[config.mk]
export PLATFORM = sky130hd
export DESIGN_NAME = branch_predict_ctrl
export DESIGN_NICKNAME = d
export VERILOG_FILES = /design/src/rtl/branch_predict_ctrl_pkg.sv /design/src/rtl/branch_predict_ctrl_bht_counter_table.sv /design/src/rtl/branch_predict_ctrl.sv
export SDC_FILE = /design/constraint.sdc
export NUM_CORES = 1
export LEC_CHECK = 0
export ABC_AREA = 1
export CAP_MARGIN = 30
export CORE_MARGIN = 10
export CORE_UTILIZATION = 35
export DETAILED_ROUTE_END_ITERATION = 10
export PLACE_DENSITY_LB_ADDON = 0.1
export SYNTH_ARGS = -nofsm -noshare
export SYNTH_HDL_FRONTEND = slang
export SYNTH_HIERARCHICAL = 1
export SYNTH_SLANG_ARGS = --single-unit
[constraint.sdc]
create_clock -name clk -period 4.49 [get_ports clk]
set_clock_uncertainty 0.1 [all_clocks]
set_input_delay 1.347 -clock clk [delete_from_list [all_inputs] [get_ports clk]]
set_output_delay 1.347 -clock clk [all_outputs]
set_load 0.02 [all_outputs]
[src/rtl/branch_predict_ctrl_pkg.sv]
// Shared encodings for the branch predictor: 2-bit counter values and redirect FSM states.
// The BR_* func3 codes are decoded upstream by the branch control unit, so none appear here.
package branch_predict_ctrl_pkg;

  localparam logic [1:0] STRONG_NT = 2'b00;
  localparam logic [1:0] WEAK_NT   = 2'b01;
  localparam logic [1:0] WEAK_T    = 2'b10;
  localparam logic [1:0] STRONG_T  = 2'b11;

  typedef enum logic [1:0] {
    ST_IDLE    = 2'b00,
    ST_REDIR   = 2'b01,
    ST_RECOVER = 2'b10
  } state_e;

  // Saturating step of a bimodal counter towards taken (up=1) or not-taken (up=0)
  function automatic logic [1:0] sat_update(input logic [1:0] ctr, input logic up);
    logic [1:0] nxt;
    nxt = ctr;
    if (up) begin
      if (ctr != STRONG_T) nxt = ctr + 2'd1;
    end else begin
      if (ctr != STRONG_NT) nxt = ctr - 2'd1;
    end
    return nxt;
  endfunction

endpackage

[src/rtl/branch_predict_ctrl_bht_counter_table.sv]
// Bimodal history table: 2^IDX_W saturating 2-bit counters with one combinational
// read port and one clocked saturating update port (read returns the pre-update value).
module bht_counter_table
  import branch_predict_ctrl_pkg::*;
#(
  parameter int IDX_W = 6
) (
  input  logic             clk,
  input  logic             rst,
  input  logic [IDX_W-1:0] rd_idx,
  output logic [1:0]       rd_ctr,
  input  logic             wr_en,
  input  logic [IDX_W-1:0] wr_idx,
  input  logic             wr_taken
);

  localparam int DEPTH = 1 << IDX_W;

  logic [1:0] ctr_q [DEPTH];
  logic [1:0] ctr_d [DEPTH];

  assign rd_ctr = ctr_q[rd_idx];

  always_comb begin
    ctr_d = ctr_q;
    if (wr_en) ctr_d[wr_idx] = sat_update(ctr_q[wr_idx], wr_taken);
  end

  always_ff @(posedge clk or negedge rst) begin
    if (!rst) begin
      for (int i = 0; i < DEPTH; i++) ctr_q[i] <= WEAK_NT;
    end else begin
      ctr_q <= ctr_d;
    end
  end

endmodule

[src/rtl/branch_predict_ctrl.sv]
// Branch predictor and redirect controller: bimodal prediction for fetch, training from EX,
// and a one-cycle redirect/flush sequence (holdable by stall) on every mispredict.
module branch_predict_ctrl
  import branch_predict_ctrl_pkg::*;
#(
  parameter int IDX_W = 6,
  parameter int CNT_W = 16
) (
  input  logic             clk,
  input  logic             rst,
  input  logic [31:0]      lookup_pc,
  output logic             pred_taken,
  input  logic             ex_valid,
  input  logic             ex_is_branch,
  input  logic [31:0]      ex_pc,
  input  logic [31:0]      ex_target,
  input  logic             ex_pred_taken,
  input  logic             ex_taken,
  input  logic             stall,
  output logic             redirect_valid,
  output logic [31:0]      redirect_pc,
  output logic             flush_if,
  output logic             flush_id,
  output logic [CNT_W-1:0] mispredict_cnt
);

  state_e             state_q, state_d;
  logic [31:0]        redirect_pc_q, redirect_pc_d;
  logic [CNT_W-1:0]   mis_cnt_q, mis_cnt_d;
  logic [1:0]         rd_ctr;
  logic               res;
  logic               mis;
  logic               in_redir;
  logic               unused_bits;

  // Only IDLE resolves: during RECOVER the EX slot holds a wrong-path instruction
  assign res = ex_valid & ex_is_branch & ~stall & (state_q == ST_IDLE);
  assign mis = res & (ex_pred_taken != ex_taken);

  bht_counter_table #(.IDX_W(IDX_W)) u_bht (
    .clk      (clk),
    .rst      (rst),
    .rd_idx   (lookup_pc[IDX_W+1:2]),
    .rd_ctr   (rd_ctr),
    .wr_en    (res),
    .wr_idx   (ex_pc[IDX_W+1:2]),
    .wr_taken (ex_taken)
  );

  assign pred_taken  = rd_ctr[1];
  assign unused_bits = ^{rd_ctr[0], lookup_pc[31:IDX_W+2], lookup_pc[1:0]};

  always_comb begin
    state_d       = state_q;
    redirect_pc_d = redirect_pc_q;
    mis_cnt_d     = mis_cnt_q;
    case (state_q)
      ST_IDLE: begin
        if (mis) begin
          state_d       = ST_REDIR;
          redirect_pc_d = ex_taken ? ex_target : (ex_pc + 32'd4);
        end
      end
      ST_REDIR:   if (!stall) state_d = ST_RECOVER;
      ST_RECOVER: state_d = ST_IDLE;
      default:    state_d = ST_IDLE;
    endcase
    if (mis && (mis_cnt_q != {CNT_W{1'b1}})) mis_cnt_d = mis_cnt_q + CNT_W'(1);
  end

  always_ff @(posedge clk or negedge rst) begin
    if (!rst) begin
      state_q       <= ST_IDLE;
      redirect_pc_q <= '0;
      mis_cnt_q     <= '0;
    end else begin
      state_q       <= state_d;
      redirect_pc_q <= redirect_pc_d;
      mis_cnt_q     <= mis_cnt_d;
    end
  end

  // Outputs decode straight from the state flop, so an async reset clears them at once
  assign in_redir       = (state_q == ST_REDIR);
  assign redirect_valid = in_redir;
  assign flush_if       = in_redir;
  assign flush_id       = in_redir;
  assign redirect_pc    = in_redir ? redirect_pc_q : 32'd0;
  assign mispredict_cnt = mis_cnt_q;

endmodule

* Word-level counts from Yosys, hierarchy flattened *
Cells that the tools add are included.

storage, ports and cells
  logic and storage cells = 111
  flip-flop bits (word level) = 178
  input bits = 103

cells by class
  magnitude comparators = 3
  reductions and logical operators = 6
  $add $sub $neg = 4
  bitwise operators = 7
  equality and inequality tests = 6
  muxes and demuxes = 18

operators with widths
  operator                 number
  $bwmux W128              1
  $mux W32                 2
  $add A32 B3 Y32 const B  1
  $bmux W2 S6              2
  $mux W2                  11
  $add A16 B1 Y16 const B  1
  $ne A16 B16 Y1 const B   1
  $ge A7 B7 Y1 const B     2
  $not A6 Y7               2
  $demux W2 S6             1
  $lt A7 B1 Y1 const B     1
  $ne A2 B2 Y1 const B     3
  $and A1 B1 Y1            4
  $pmux W2 S2              1
  $reduce_and A2 Y1        2
  $add A2 B1 Y2 const B    1
  $eq A2 B1 Y1 const B     1
  $logic_and A1 B1 Y1      2
  $logic_not A2 Y1         1
  $reduce_bool A2 Y1       1
  $sub A2 B1 Y2 const B    1
  $ne A1 B1 Y1             1
  $not A1 Y1               1

* Logic depth before layout (Yosys ltp) *
  depth after elaboration = 9
  gate-level depth with buffers = 18
  gate-level depth less buffers = 16

* Modules after synthesis *
The synthesis kept the hierarchy.

by module, submodules not included
  module               area an instance (um^2)  times used  cells an instance  seq. area each (um^2)
  bht_counter_table    8293.0                   1           1337               3283.1
  branch_predict_ctrl  3653.5                   1           569                1251.2

* Least setup slack after synthesis *
No wires, ideal clock.

  path kind = input to output
  from = input port lookup_pc[2]
  to = output port pred_taken
  path slack = 278 ps
  cell stages on the path = 9
  arrival = 2765 ps
  path through = clkbuf_1 > clkbuf_1 > clkbuf_1 > nor2_1 > o22ai_1 > nor2_1 > o211ai_1 > nand3_1 > nand2_1

between the ends
  word-level cells in the longest chain between the ends = 4

ends and longest elaborated chain
  item                                        line                                         source
  start: declaration                          branch_predict_ctrl.sv:11                    input logic [31:0] lookup_pc,
  $not A6 Y7 (not written as such)            branch_predict_ctrl_bht_counter_table.sv:22  assign rd_ctr = ctr_q[rd_idx];
  $bmux W2 S6                                 branch_predict_ctrl_bht_counter_table.sv:22
  $mux W2 (not written as such) (2 in a row)  branch_predict_ctrl_bht_counter_table.sv:22
  end: declaration                            branch_predict_ctrl.sv:12                    output logic pred_taken,

Every way passes these cells. The select of a mux whose other input is x is not followed.

* Worst setup path in the final report *
Ends and elaborated chain as after synthesis.

==> results.txt <==
Outcome: completed
Largest net degree at the start of global routing: 78
Int Pwr: 0.00288 W
Worst path arrival time: 2.90 ns
GP Congestion: 0.882
DIE WIDTH: 201 um
Worst path required time: 3.04 ns
First-pass GRT wire length: 62600 um
Mean Syn Cell Area: 6.33 sq um
Vias: 11300
Gate power share: 0.195
Site Rows: 66
Post-Syn Area: 11500 sq um
Power Total: 0.00422 W
TNS Setup: 0 ns
Switching share of power: 0.317
Maximum clock insertion buffer count: 2
Leakage: 6.71 nW
Aggregate global routing overflow: 0
Initial core utilization: 0.354
CTS tree: yes
Core ar.: 32400 sq um
Mapped Nets: 1915
Peak supply drop: 249 uV
Crit-path cells: dlygate4sd2_1 > buf_12 > o21ai_1 > o22ai_1 > or2_2 > o211ai_1 > o211ai_1 > nand3_1 > nand2_1 > buf_2
Psw: 0.00134 W
Die Footprint: 40400 sq um
Total clock buffers created by CTS: 17
H-tree levels: 4
Slowest-stage cell, CP: dlygate4sd2_1
Area after DPL: 13300 sq um
Final Hold Viols: 0
CP endpoint kind: output pin
Vias in the first global route: 11000
Max stage delay on crit path: 0.31 ns
Min-Delay Path Class: register to register
Dpl hpwl: 27600 um
Sequential share of power: 0.440
Root buf cell: clkbuf_16
Final ANT Viol Nets: 0
Fin cells: 2370
Area delta synth->final: 21.1%
Gate Count Post-Synth: 1810
Clk pwr share: 0.365
CP Max Fanout: 38
DRT iter0 DRCs: 862
Via density: 4.78
Final Setup Violations: 0
Top Ports: 155
Clock slew at reported path FFs: 0.08 ns
DR WL/cell: 16.4 um
Port bufs: 128
DP Cell Count: 2337
Nets: 2019
Final Critical Period: 4.35 ns
PD cells: 304 nW/um^2
Chip height: 201 um
Worst-Skew Late Latency: 0.45 ns
Syn. warnings: 6
CP dominant cell by count: o211ai_1
Slew @ Worst Pin: 0.742 ns
Max-slew violations: 0
CTS Sinks: 178
RSZ-0062 raised after global routing: false
Post-CTS Hold Buffers: 0
MaxCap Viol Count: 0
TritonRoute pass-1 iters: 5
Share of cells above drive strength 1: 0.0867
GRT Total Usage: 0.193
Kind of critical path: input port to output pin
Relative slew margins: 0.504
Final Cycle Share: 0.969
Hold Slack: 0.367 ns
WL final: 38900 um
CP Launch Type: input port
Initial antenna violation count: 2
Finished Cell Area: 13900 sq um
Drc violations: 0
Maximum clock frequency: 0.230 GHz
[worst paths after layout]
path / start / end / slack, ns / cells past startpoint
setup / recovery: lookup_pc[2] / pred_taken / 0.14 / 10
setup reg to reg: state_q[1] / u_bht/ctr_q[115] / 2.12 / 9
min in group asynchronous: rst / mispredict_cnt[4] / 0.77 / 1
hold / removal: u_bht/ctr_q[16] / u_bht/ctr_q[16] / 0.37 / 2
max in group asynchronous: rst / u_bht/ctr_q[54] / 2.67 / 2
hold reg to reg: u_bht/ctr_q[16] / u_bht/ctr_q[16] / 0.37 / 2
[flip-flops by register name, indices dropped and copies added (netlist names)]
register,cells
u_bht/ctr_q,128
redirect_pc_q,32
mispredict_cnt,16
state_q,2
[metal layers]
layer / part of all wire / track usage / wire (um)
met5: 0 / 0 / 0
met4: 0.014 / 0.0427 / 546
met3: 0.053 / 0.0344 / 2040
met2: 0.45 / 0.306 / 17400
met1: 0.49 / 0.266 / 18900
[per-stage QoR]
step                setup slack, ns  utilization
floorplan                     0.370            -
global placement             -0.549        0.410
detailed placement           -0.545        0.410
CTS                          0.0135        0.429
global route                 0.0116        0.428
finish                        0.140        0.429
[worst max-delay path, delay by kind of cell]
| kind | cells | cell delay, ns |
|---|---|---|
| and+or+nand+nor | 3 | 0.45 |
| AOI/OAI and AO/OA | 4 | 0.42 |
| buffers and inverters | 3 | 0.68 |
[power groups by stage]
stage          clock network [W]  registers [W]  logic, W
2_1_floorplan                  0        0.00189  0.000446
3_3_place_gp                   0        0.00188  0.000820
3_5_place_dp                   0        0.00189  0.000831
4_1_cts                  0.00159        0.00186  0.000835
5_1_grt                  0.00166        0.00188  0.000920
6_report                 0.00154        0.00186  0.000824
[area by class of cell]
type | count | area (sq um)
fill | 3472 | 18500
inverter | 192 | 724
timing repair buffer | 170 | 1710
multi-input combinational | 1355 | 5760
clock buffer | 17 | 425
clock inverter | 15 | 163
sequential | 178 | 4530
antenna | 1 | 2.50
tap | 442 | 553
[placed cells by master (no fill, tap or decap), drive strengths merged, types with 7 or more instances in the layout]
master / n
o22ai: 11
nand3b: 8
nand2: 827
a21oi: 32
clkdlybuf4s50: 123
dfstp: 64
clkbuf: 17
buf: 45
inv: 200
o21ai: 59
xor2: 8
nor3: 19
o211ai: 7
nor2: 224
dfrtp: 114
xnor2: 11
nand3: 124
[what timing repair did]
action | 4_1_cts | 5_1_grt
gates cloned | 0 | 0
resized for setup | 7 | 4
setup endpoints to repair | 1 | 1
buffers inserted | 0 | 0
Note: power is estimated with default switching activity, not from simulation.
